## config.mk

```make
export PLATFORM = sky130hd
export DESIGN_NAME = ccff_chain_loader
export DESIGN_NICKNAME = d
export VERILOG_FILES = /design/src/rtl/ccff_chain_loader.sv
export SDC_FILE = /design/constraint.sdc
export NUM_CORES = 1
export LEC_CHECK = 0
export CORE_UTILIZATION = 50
export CTS_CLUSTER_DIAMETER = 50
export CTS_CLUSTER_SIZE = 25
export DETAILED_ROUTE_END_ITERATION = 10
export PLACE_DENSITY = 0.8
export SYNTH_ARGS = -nofsm -noshare
export SYNTH_HDL_FRONTEND = slang
export SYNTH_SLANG_ARGS = --single-unit
```

## constraint.sdc

```tcl
create_clock -name prog_clock -period 2.8 [get_ports prog_clock]
set_input_delay 0.42 -clock prog_clock [delete_from_list [all_inputs] [get_ports prog_clock]]
set_output_delay 0.42 -clock prog_clock [all_outputs]
set_load 0.1 [all_outputs]
```

## src/rtl/ccff_chain_loader.sv

```systemverilog
// ccff_chain_loader: serialises configuration words LSB-first into a ccff
// chain, then recirculates the chain once and compares a CRC-16 of the bits
// sent against a CRC-16 of the bits that come back out of the tail.
module ccff_chain_loader #(
    parameter int WORD_W    = 8,
    parameter int CHAIN_LEN = 64
) (
    input  logic              prog_clock,
    input  logic              prog_resetb,
    input  logic              start,
    input  logic              abort,
    input  logic [WORD_W-1:0] cfg_data,
    input  logic              cfg_valid,
    output logic              cfg_ready,
    output logic              ccff_head,
    input  logic              ccff_tail,
    output logic              config_enable,
    output logic              busy,
    output logic              done,
    output logic              error
);

    localparam int NWORDS = (CHAIN_LEN + WORD_W - 1) / WORD_W;
    localparam int BL_W   = $clog2(WORD_W + 1);
    localparam int RM_W   = $clog2(CHAIN_LEN + 1);
    localparam int WL_W   = $clog2(NWORDS + 1);

    localparam logic [BL_W-1:0] BL_ONE  = BL_W'(1);
    localparam logic [BL_W-1:0] BL_FULL = BL_W'(WORD_W);
    localparam logic [RM_W-1:0] RM_ONE  = RM_W'(1);
    localparam logic [RM_W-1:0] RM_LEN  = RM_W'(CHAIN_LEN);
    localparam logic [WL_W-1:0] WL_ONE  = WL_W'(1);
    localparam logic [WL_W-1:0] WL_ALL  = WL_W'(NWORDS);
    localparam logic [15:0]     CRC_INIT = 16'hFFFF;

    typedef enum logic [1:0] {
        ST_IDLE   = 2'd0,
        ST_LOAD   = 2'd1,
        ST_VERIFY = 2'd2,
        ST_DONE   = 2'd3
    } state_t;

    // One step of a bit-serial CRC-16, polynomial 0x1021.
    function automatic logic [15:0] crc16_step(input logic [15:0] crc, input logic bit_in);
        logic fb;
        fb = crc[15] ^ bit_in;
        crc16_step = {crc[14:0], 1'b0} ^ (fb ? 16'h1021 : 16'h0000);
    endfunction

    state_t            state_r, state_n;
    logic [WORD_W-1:0] sh_r, sh_n;
    logic [BL_W-1:0]   bits_left_r, bits_left_n;
    logic [RM_W-1:0]   remaining_r, remaining_n;   // load bits, then verify shifts
    logic [WL_W-1:0]   words_left_r, words_left_n;
    logic [15:0]       crc_tx_r, crc_tx_n;
    logic [15:0]       crc_rx_r, crc_rx_n;
    logic              error_r, error_n;

    logic              ready_s;
    logic              shift_s;
    logic [RM_W-1:0]   rem_after_s;
    logic [15:0]       crc_rx_step_s;

    // Output decode: everything here depends only on registered state
    // (ccff_tail is looped straight back to the head while verifying).
    always_comb begin
        ready_s       = 1'b0;
        cfg_ready     = 1'b0;
        ccff_head     = 1'b0;
        config_enable = 1'b0;
        busy          = (state_r != ST_IDLE);
        done          = (state_r == ST_DONE);
        error         = error_r;
        case (state_r)
            ST_LOAD: begin
                ready_s       = (words_left_r != '0) && (bits_left_r <= BL_ONE);
                cfg_ready     = ready_s;
                ccff_head     = sh_r[0];
                config_enable = (bits_left_r != '0);
            end
            ST_VERIFY: begin
                ccff_head     = ccff_tail;
                config_enable = 1'b1;
            end
            default: begin
                ccff_head     = 1'b0;
            end
        endcase
    end

    // Next-state and datapath update for the load/verify sequencer.
    always_comb begin
        state_n       = state_r;
        sh_n          = sh_r;
        bits_left_n   = bits_left_r;
        remaining_n   = remaining_r;
        words_left_n  = words_left_r;
        crc_tx_n      = crc_tx_r;
        crc_rx_n      = crc_rx_r;
        error_n       = error_r;
        shift_s       = (bits_left_r != '0);
        rem_after_s   = shift_s ? (remaining_r - RM_ONE) : remaining_r;
        crc_rx_step_s = crc16_step(crc_rx_r, ccff_tail);
        case (state_r)
            ST_IDLE: begin
                if (start) begin
                    state_n      = ST_LOAD;
                    sh_n         = '0;
                    bits_left_n  = '0;
                    remaining_n  = RM_LEN;
                    words_left_n = WL_ALL;
                    crc_tx_n     = CRC_INIT;
                    crc_rx_n     = CRC_INIT;
                    error_n      = 1'b0;
                end else begin
                    state_n      = ST_IDLE;
                end
            end
            ST_LOAD: begin
                if (abort) begin
                    state_n     = ST_IDLE;
                    bits_left_n = '0;
                    error_n     = 1'b1;
                end else begin
                    if (shift_s) begin
                        sh_n        = sh_r >> 1;
                        bits_left_n = bits_left_r - BL_ONE;
                        remaining_n = rem_after_s;
                        crc_tx_n    = crc16_step(crc_tx_r, sh_r[0]);
                    end else begin
                        remaining_n = remaining_r;
                    end
                    if (ready_s && cfg_valid) begin
                        // Last word may be partial: only the bits the chain still needs.
                        sh_n         = cfg_data;
                        words_left_n = words_left_r - WL_ONE;
                        if (32'(rem_after_s) >= 32'(WORD_W)) begin
                            bits_left_n = BL_FULL;
                        end else begin
                            bits_left_n = BL_W'(rem_after_s);
                        end
                    end else begin
                        words_left_n = words_left_r;
                    end
                    if (rem_after_s == '0) begin
                        state_n     = ST_VERIFY;
                        bits_left_n = '0;
                        remaining_n = RM_LEN;
                    end else begin
                        state_n     = ST_LOAD;
                    end
                end
            end
            ST_VERIFY: begin
                if (abort) begin
                    state_n = ST_IDLE;
                    error_n = 1'b1;
                end else begin
                    crc_rx_n    = crc_rx_step_s;
                    remaining_n = remaining_r - RM_ONE;
                    if (remaining_r == RM_ONE) begin
                        state_n = ST_DONE;
                        error_n = (crc_rx_step_s != crc_tx_r);
                    end else begin
                        state_n = ST_VERIFY;
                    end
                end
            end
            ST_DONE: begin
                state_n = ST_IDLE;
            end
            default: begin
                state_n = ST_IDLE;
            end
        endcase
    end

    // State and datapath registers with asynchronous active-low reset.
    always_ff @(posedge prog_clock or negedge prog_resetb) begin
        if (!prog_resetb) begin
            state_r      <= ST_IDLE;
            sh_r         <= '0;
            bits_left_r  <= '0;
            remaining_r  <= '0;
            words_left_r <= '0;
            crc_tx_r     <= 16'h0000;
            crc_rx_r     <= 16'h0000;
            error_r      <= 1'b0;
        end else begin
            state_r      <= state_n;
            sh_r         <= sh_n;
            bits_left_r  <= bits_left_n;
            remaining_r  <= remaining_n;
            words_left_r <= words_left_n;
            crc_tx_r     <= crc_tx_n;
            crc_rx_r     <= crc_rx_n;
            error_r      <= error_n;
        end
    end

endmodule

```

== Word level (Yosys, flattened, before mapping) ==
Cells that the tools add are included.

* Bits in registers: 58
* Input port bits: 14
* Output and inout bits: 6
* Word-level logic and storage cells: 94

* $add $sub $neg: 3
* Order comparisons: 2
* Eq/ne operators: 15
* Multiplexer cells: 45
* Bitwise gates (word level): 4
* Reduce and logical (&&, ||, !) cells: 17

{| class="wikitable"
|+ Operator list
! kind !! number
|-
| $mux W16 || 4
|-
| $pmux W16 S2 || 2
|-
| $mux W7 || 6
|-
| $mux W4 || 9
|-
| $mux W8 || 4
|-
| $xor A16 B13 Y16 || 2
|-
| $mux W13 || 2
|-
| $pmux W7 S3 || 1
|-
| $ne A16 B16 Y1 || 1
|-
| $pmux W4 S2 || 2
|-
| $pmux W8 S2 || 1
|-
| $reduce_and A4 Y1 || 4
|-
| $ne A2 B2 Y1 const B || 6
|-
| $ne A3 B3 Y1 const B || 3
|-
| $pmux W2 S4 || 1
|-
| $reduce_bool A4 Y1 || 2
|-
| $sub A4 B1 Y4 const B || 2
|-
| $eq A7 B1 Y1 const B || 1
|-
| $ge A7 B4 Y1 const B || 1
|-
| $logic_not A7 Y1 || 1
|-
| $mux W1 || 7
|-
| $sub A7 B1 Y7 const B || 1
|-
| $mux W2 || 3
|-
| $reduce_and A3 Y1 || 2
|-
| other kinds (12) || 18
|}

== Longest topological paths before layout ==
* Word-level depth: 8
* Depth in mapped cells: 10
* Gate-level depth less buffers: 7

== Worst setup path after synthesis ==
No wires, ideal clock.

* Path kind: flip-flop to output port
* Start point: register state_r[1]
* End point: output ccff_head
* Arrival: 2.510 ns
* Required time: 2.380 ns
* Slack: -0.130 ns
* Cell stages (with the launch flop): 7
* Path buffers: 2
* Cells stage by stage: dfrtp_1 > inv_1 > ha_1 > clkbuf_1 > clkbuf_1 > a22oi_1 > nor2_1

* Cells in the longest elaborated chain, start to end: 2
* Elaborated cells between the ends (all ways): 3
* Those cells by class: eq/ne: 2; mux: 1

{| class="wikitable"
|+ RTL lines
! item !! line !! text
|-
| start: declaration || 50 || <nowiki>state_t state_r, state_n;</nowiki>
|-
| start signal: assignment || 190 || <nowiki>state_r <= state_n;</nowiki>
|-
| $eq A2 B2 Y1 / $eq A2 B1 Y1 (equally long branches) || 74 || <nowiki>case (state_r)</nowiki>
|-
| $pmux W1 S2 (*) || 74 ||
|-
| end: declaration || 15 || <nowiki>output logic ccff_head,</nowiki>
|}

Mark *: on every way between the ends. The rest lies on a longest branch, timed or not.

== Worst setup path after layout ==
* Start point: register bits_left_r[0]
* End point: register remaining_r[3]

* Cells in the longest elaborated chain, start to end: 6
* Elaborated cells between the ends (all ways): 9
* Those cells by class: eq/ne: 1; mux: 5; reduce/logical: 3

{| class="wikitable"
|+ RTL lines
! item !! line !! text
|-
| start: declaration || 52 || <nowiki>logic [BL_W-1:0] bits_left_r, bits_left_n;</nowiki>
|-
| start signal: assignment || 192 || <nowiki>bits_left_r <= bits_left_n;</nowiki>
|-
| $reduce_bool A4 Y1 (*) || 101 || <nowiki>shift_s = (bits_left_r != '0);</nowiki>
|-
| $mux W7 || 102 || <nowiki>rem_after_s = shift_s ? (remaining_r - RM_ONE) : remaining_r;</nowiki>
|-
| $logic_not A7 Y1 / $mux W7 (equally long branches) || 145, 125 ||
|-
| $mux W7 || 145 || <nowiki>if (rem_after_s == '0) begin</nowiki>
|-
| $mux W7 || 120 || <nowiki>if (abort) begin</nowiki>
|-
| $pmux W7 S3 || 104 || <nowiki>case (state_r)</nowiki>
|-
| end signal: assignment || 193 || <nowiki>remaining_r <= remaining_n;</nowiki>
|-
| end: declaration || 53 || <nowiki>logic [RM_W-1:0] remaining_r, remaining_n;</nowiki>
|}

Mark *: on every way between the ends. The rest lies on a longest branch, timed or not. The select of a mux whose other input is x is not followed.
A chain may end at the register's enable or synchronous reset.

==> qor.log <==
[routing] DRC Markers 2
[placed_design] total of buffers placed on input and output ports 19
[worst_setup_path] Crit Path Class flip-flop to flip-flop
[worst_setup_path] data arrival time at the worst-slack endpoint 2780 ps
[cts] postcts setup bufs 0
[power_and_ir_drop] portion of total power attributed to sequential cells 0.247
[die] num rows 29
[logic_synthesis] number of register bits inferred by synthesis 58
[logic_synthesis] share of synthesized area spent on multiplexers 0.0396
[timing] RSZ-0062 raised after global routing false
[die] placeable core region 6420 um2
[timing] final-report max-slew violation count 0
[worst_setup_path] Worst Path Max Fanout 10
[cells_and_area] most frequent cells in the layout sky130_fd_sc_hd__dfrtp_1, sky130_fd_sc_hd__nand2_1, sky130_fd_sc_hd__o22a_1, sky130_fd_sc_hd__buf_4
[timing] normalized max-slew margin 0.497
[timing] time the final worst path needs with I/O delays and setup 2550 ps
[grt] initial antenna violation count 0
[die] Die Height 84.2 um
[worst_setup_path] flop-to-flop setup slack 250 ps
[routing] total vias in the final route 2812
[power_and_ir_drop] total leakage power 1.53 nW
[worst_setup_path] Largest stage delay, worst path 490 ps
[status] outcome finished, violations left
[die] number of ports placed on the die boundary 20
[logic_synthesis] area share of the largest cell type after synthesis 0.430
[timing] Final Worst Setup Slack 250 ps
[timing] final hold vios 0
[worst_setup_path] capturing element type of the critical path flip-flop
[logic_synthesis] Async SR Flop Fraction 1.00
[logic_synthesis] mean instance size in the synthesized netlist 9.85 um2
[logic_synthesis] Synthesized Nets 367
[power_and_ir_drop] net load switching power 0.00245 W
[cells_and_area] ratio of cells with drive above 1 in the final layout 0.160
[grt] wire length of the first global-routing pass 13.3 mm
[logic_synthesis] EDFF count, synth 0
[logic_synthesis] count of distinct cell types in the synthesized netlist 56
[worst_setup_path] startpoint of the most critical register-to-register path bits_left_r[0]$_DFFE_PN0P_
[cells_and_area] footprint of the multi-input gates 1790 um2
[routing] overall routed net length 7.84 mm
[die] horizontal die dimension 84.2 um
[worst_setup_path] startpoint of the most critical setup path bits_left_r[0]$_DFFE_PN0P_
[grt] pin count of the biggest net entering global routing 35
[cts] TritonCTS clock tree done
[logic_synthesis] arithmetic-cell share of the synthesized area counting full adders, half adders and majority gates 0.0370
[logic_synthesis] largest family of logic cells by synthesized area compound AO/OA/AOI/OAI gates
[timing] Setup TNS 0 ps
[logic_synthesis] instance count of the mapped netlist 343
[grt] vias in the first global route 2693
[grt] total global-route track usage 0.240
[logic_synthesis] fraction of the mapped netlist area in compound gates 0.249
[power_and_ir_drop] clock share of power 0.137
[power_and_ir_drop] maximum resistive drop on vdd 588 uV
[logic_synthesis] cell types with the largest area share after synthesis sky130_fd_sc_hd__dfrtp_1, sky130_fd_sc_hd__o22a_1, sky130_fd_sc_hd__ha_1
[routing] number of routed nets with antenna violations 0
[placed_design] placer's final routability congestion estimate 0.946
[placed_design] dpl hpwl 5.59 mm
[power_and_ir_drop] combinational fraction of design power 0.616
[worst_setup_path] worst path required time 3030 ps
[routing] wire per inst 17.3 um
[min_path] Hold WC Path Type input port to async pin
[cells_and_area] most common library cell in the layout ignoring fill and taps sky130_fd_sc_hd__dfrtp_1
[logic_synthesis] post-synthesis simple-gate area fraction 0.137
[power_and_ir_drop] Power Dens Cells 1280 nW/um2
[cts] quantity of hold-fixing buffers added after cts 0
[worst_setup_path] path length in cells of the critical path 7
[timing] Fmax achieved 0.392 GHz
[cells_and_area] number of fillers in the final layout 529
[worst_setup_path] kind of start point of the critical path flip-flop
[cts] level count of the clock H-tree 3
[worst_setup_path] cells along the critical path inv_1 -> ha_1 -> or3b_4 -> a311oi_4 -> a21oi_2 -> o31a_2 -> mux2_4
[routing] routed via count divided by cell count 6.21
[worst_setup_path] cell at the slowest stage of the critical path sky130_fd_sc_hd__or3b_4
[placed_design] worst setup timing slack at the placement stage 173 ps
[cts] number of clock sinks seen by CTS 58
[timing] Slew @ Worst Pin 755 ps
[worst_setup_path] cells on worst reg2reg path 7
[cts] buffer type at the clock tree root sky130_fd_sc_hd__clkbuf_8
[logic_synthesis] sequential share of the synthesized area 0.430
[timing] crit share post-route 0.911
[cts] clock input transition at the sequential cells of the worst setup and hold paths 80 ps
[worst_setup_path] crit path buf inv count 1
[power_and_ir_drop] share of total power consumed by net switching 0.488
[worst_setup_path] top cell family by delay on the critical path compound AO/OA/AOI/OAI gates
[routing] DRC marker count from the first detailed-route iteration 163
[logic_synthesis] leading register cell type out of synthesis sky130_fd_sc_hd__dfrtp_1
[cells_and_area] antenna fix cells 0
[timing] setup violators final 0
[logic_synthesis] combined area of all synthesized cells 3380 um2
[cts] CTS max path bufs 2
[cts] Resized cells post-CTS 0
[logic_synthesis] synthesized-area fraction occupied by xor and xnor cells 0.0648
[timing] Clock Skews 12.2 ps
[power_and_ir_drop] Cell Int Power 0.00256 W
[flow_run] max cap viols 0
[cells_and_area] Sequential Area 1450 um2
[grt] global-route congestion overflow total 0
[logic_synthesis] Yosys warnings 0
[die] Die ar. 7090 um2
[cells_and_area] layout-stage area growth over the synthesis result 15.5%
[cts] number of buffers added by the clock tree synthesis step 9
[logic_synthesis] top cell type by total area after synthesis sky130_fd_sc_hd__dfrtp_1
[die] Initial Util 0.526
[cells_and_area] net count reported at finish 395
[routing] first-pass iteration count of the detailed router 8
[status] violations in the final reports design-rule violations
[cts] insertion delay of the later-clocked pin in the worst-skew pair 340 ps
-- synth_stat cells, drive strengths merged, types with 4 or more instances --
library cell,number
ha,10
dfrtp,58
inv,17
o21ai,17
xnor2,12
nor2,16
clkbuf,16
mux2,8
a21oi,20
nand4,5
nor4,4
o22a,28
nand2b,6
nor3,4
a31oi,7
nand2,31
xor2,13
mux2i,4
-- power groups by stage --
| stage | clock, W | sequential, W | combinational, W |
|---|---|---|---|
| floorplan | 0 | 0.00123 | 0.00223 |
| global placement | 0 | 0.00123 | 0.00294 |
| detailed placement | 0 | 0.00124 | 0.00300 |
| CTS | 0.000701 | 0.00123 | 0.00301 |
| global route | 0.000742 | 0.00126 | 0.00335 |
| finish | 0.000687 | 0.00124 | 0.00309 |
-- metrics by stage --
| step | cell area [um2] | hold slack [ps] | cells | total power [W] | utilization |
|---|---|---|---|---|---|
| final | 3900 | 140 | 453 | 0.00501 | 0.607 |
| after floorplan | 3380 | 124 | 343 | 0.00346 | - |
| after global routing | 3900 | 214 | 453 | 0.00535 | 0.607 |
| after detailed placement | 3720 | 500 | 437 | 0.00424 | 0.580 |
| after global placement | 3720 | 491 | 437 | 0.00418 | 0.580 |
| after CTS | 3890 | 155 | 453 | 0.00494 | 0.606 |
-- sequential cells by signal (all words and copies together), names as in the netlist --
signal	cells
bits_left_r	4
crc_rx_r	16
state_r	2
words_left_r	4
remaining_r	7
error	1
crc_tx_r	16
sh_r	8
-- logic make-up (layout without fill, tap and decap cells) --
family / Yosys count / count (layout)
AO/OA/AOI/OAI: 112 / 112
AND/OR/NAND/NOR: 91 / 91
flip-flops: 58 / 58
buffers and inverters: 35 / 68
XOR/XNOR: 25 / 25
multiplexers: 12 / 12
adder cells (fa/ha/maj): 10 / 10
-- worst paths after layout --
check                                        endpoint
min in group prog_clock           sh_r[5]$_DFFE_PN0P_
max reg2reg                remaining_r[3]$_DFFE_PN0P_
max                        remaining_r[3]$_DFFE_PN0P_
min reg2reg                       sh_r[5]$_DFFE_PN0P_
min                        remaining_r[4]$_DFFE_PN0P_
max in group asynchronous     crc_tx_r[9]$_DFFE_PN0P_
-- per-layer routing --
metal / share of wire / global-route usage / vias up
met5: 0 / 0 / -
met4: 0.021 / 0.116 / 0
met3: 0.043 / 0.0472 / 15
met2: 0.45 / 0.345 / 84
met1: 0.48 / 0.348 / 1385
li1: - / - / 1328
-- worst register-to-register path: stages (launching register included) --
cell	delay, ps
sky130_fd_sc_hd__dfrtp_1	440
sky130_fd_sc_hd__inv_1	80
sky130_fd_sc_hd__ha_1	250
sky130_fd_sc_hd__or3b_4	490
sky130_fd_sc_hd__a311oi_4	260
sky130_fd_sc_hd__a21oi_2	140
sky130_fd_sc_hd__o31a_2	460
sky130_fd_sc_hd__mux2_4	320
-- final cells by class --
type	instances	share of cell area
clock buffers	11	0.0362
repair buffers	35	0.0840
clock inverters	5	0.00770
flip-flops and latches	58	0.372
inverters	17	0.0164
well taps	77	0.0247
multi-input cells	250	0.459
Power figures use the tool's default switching activity.
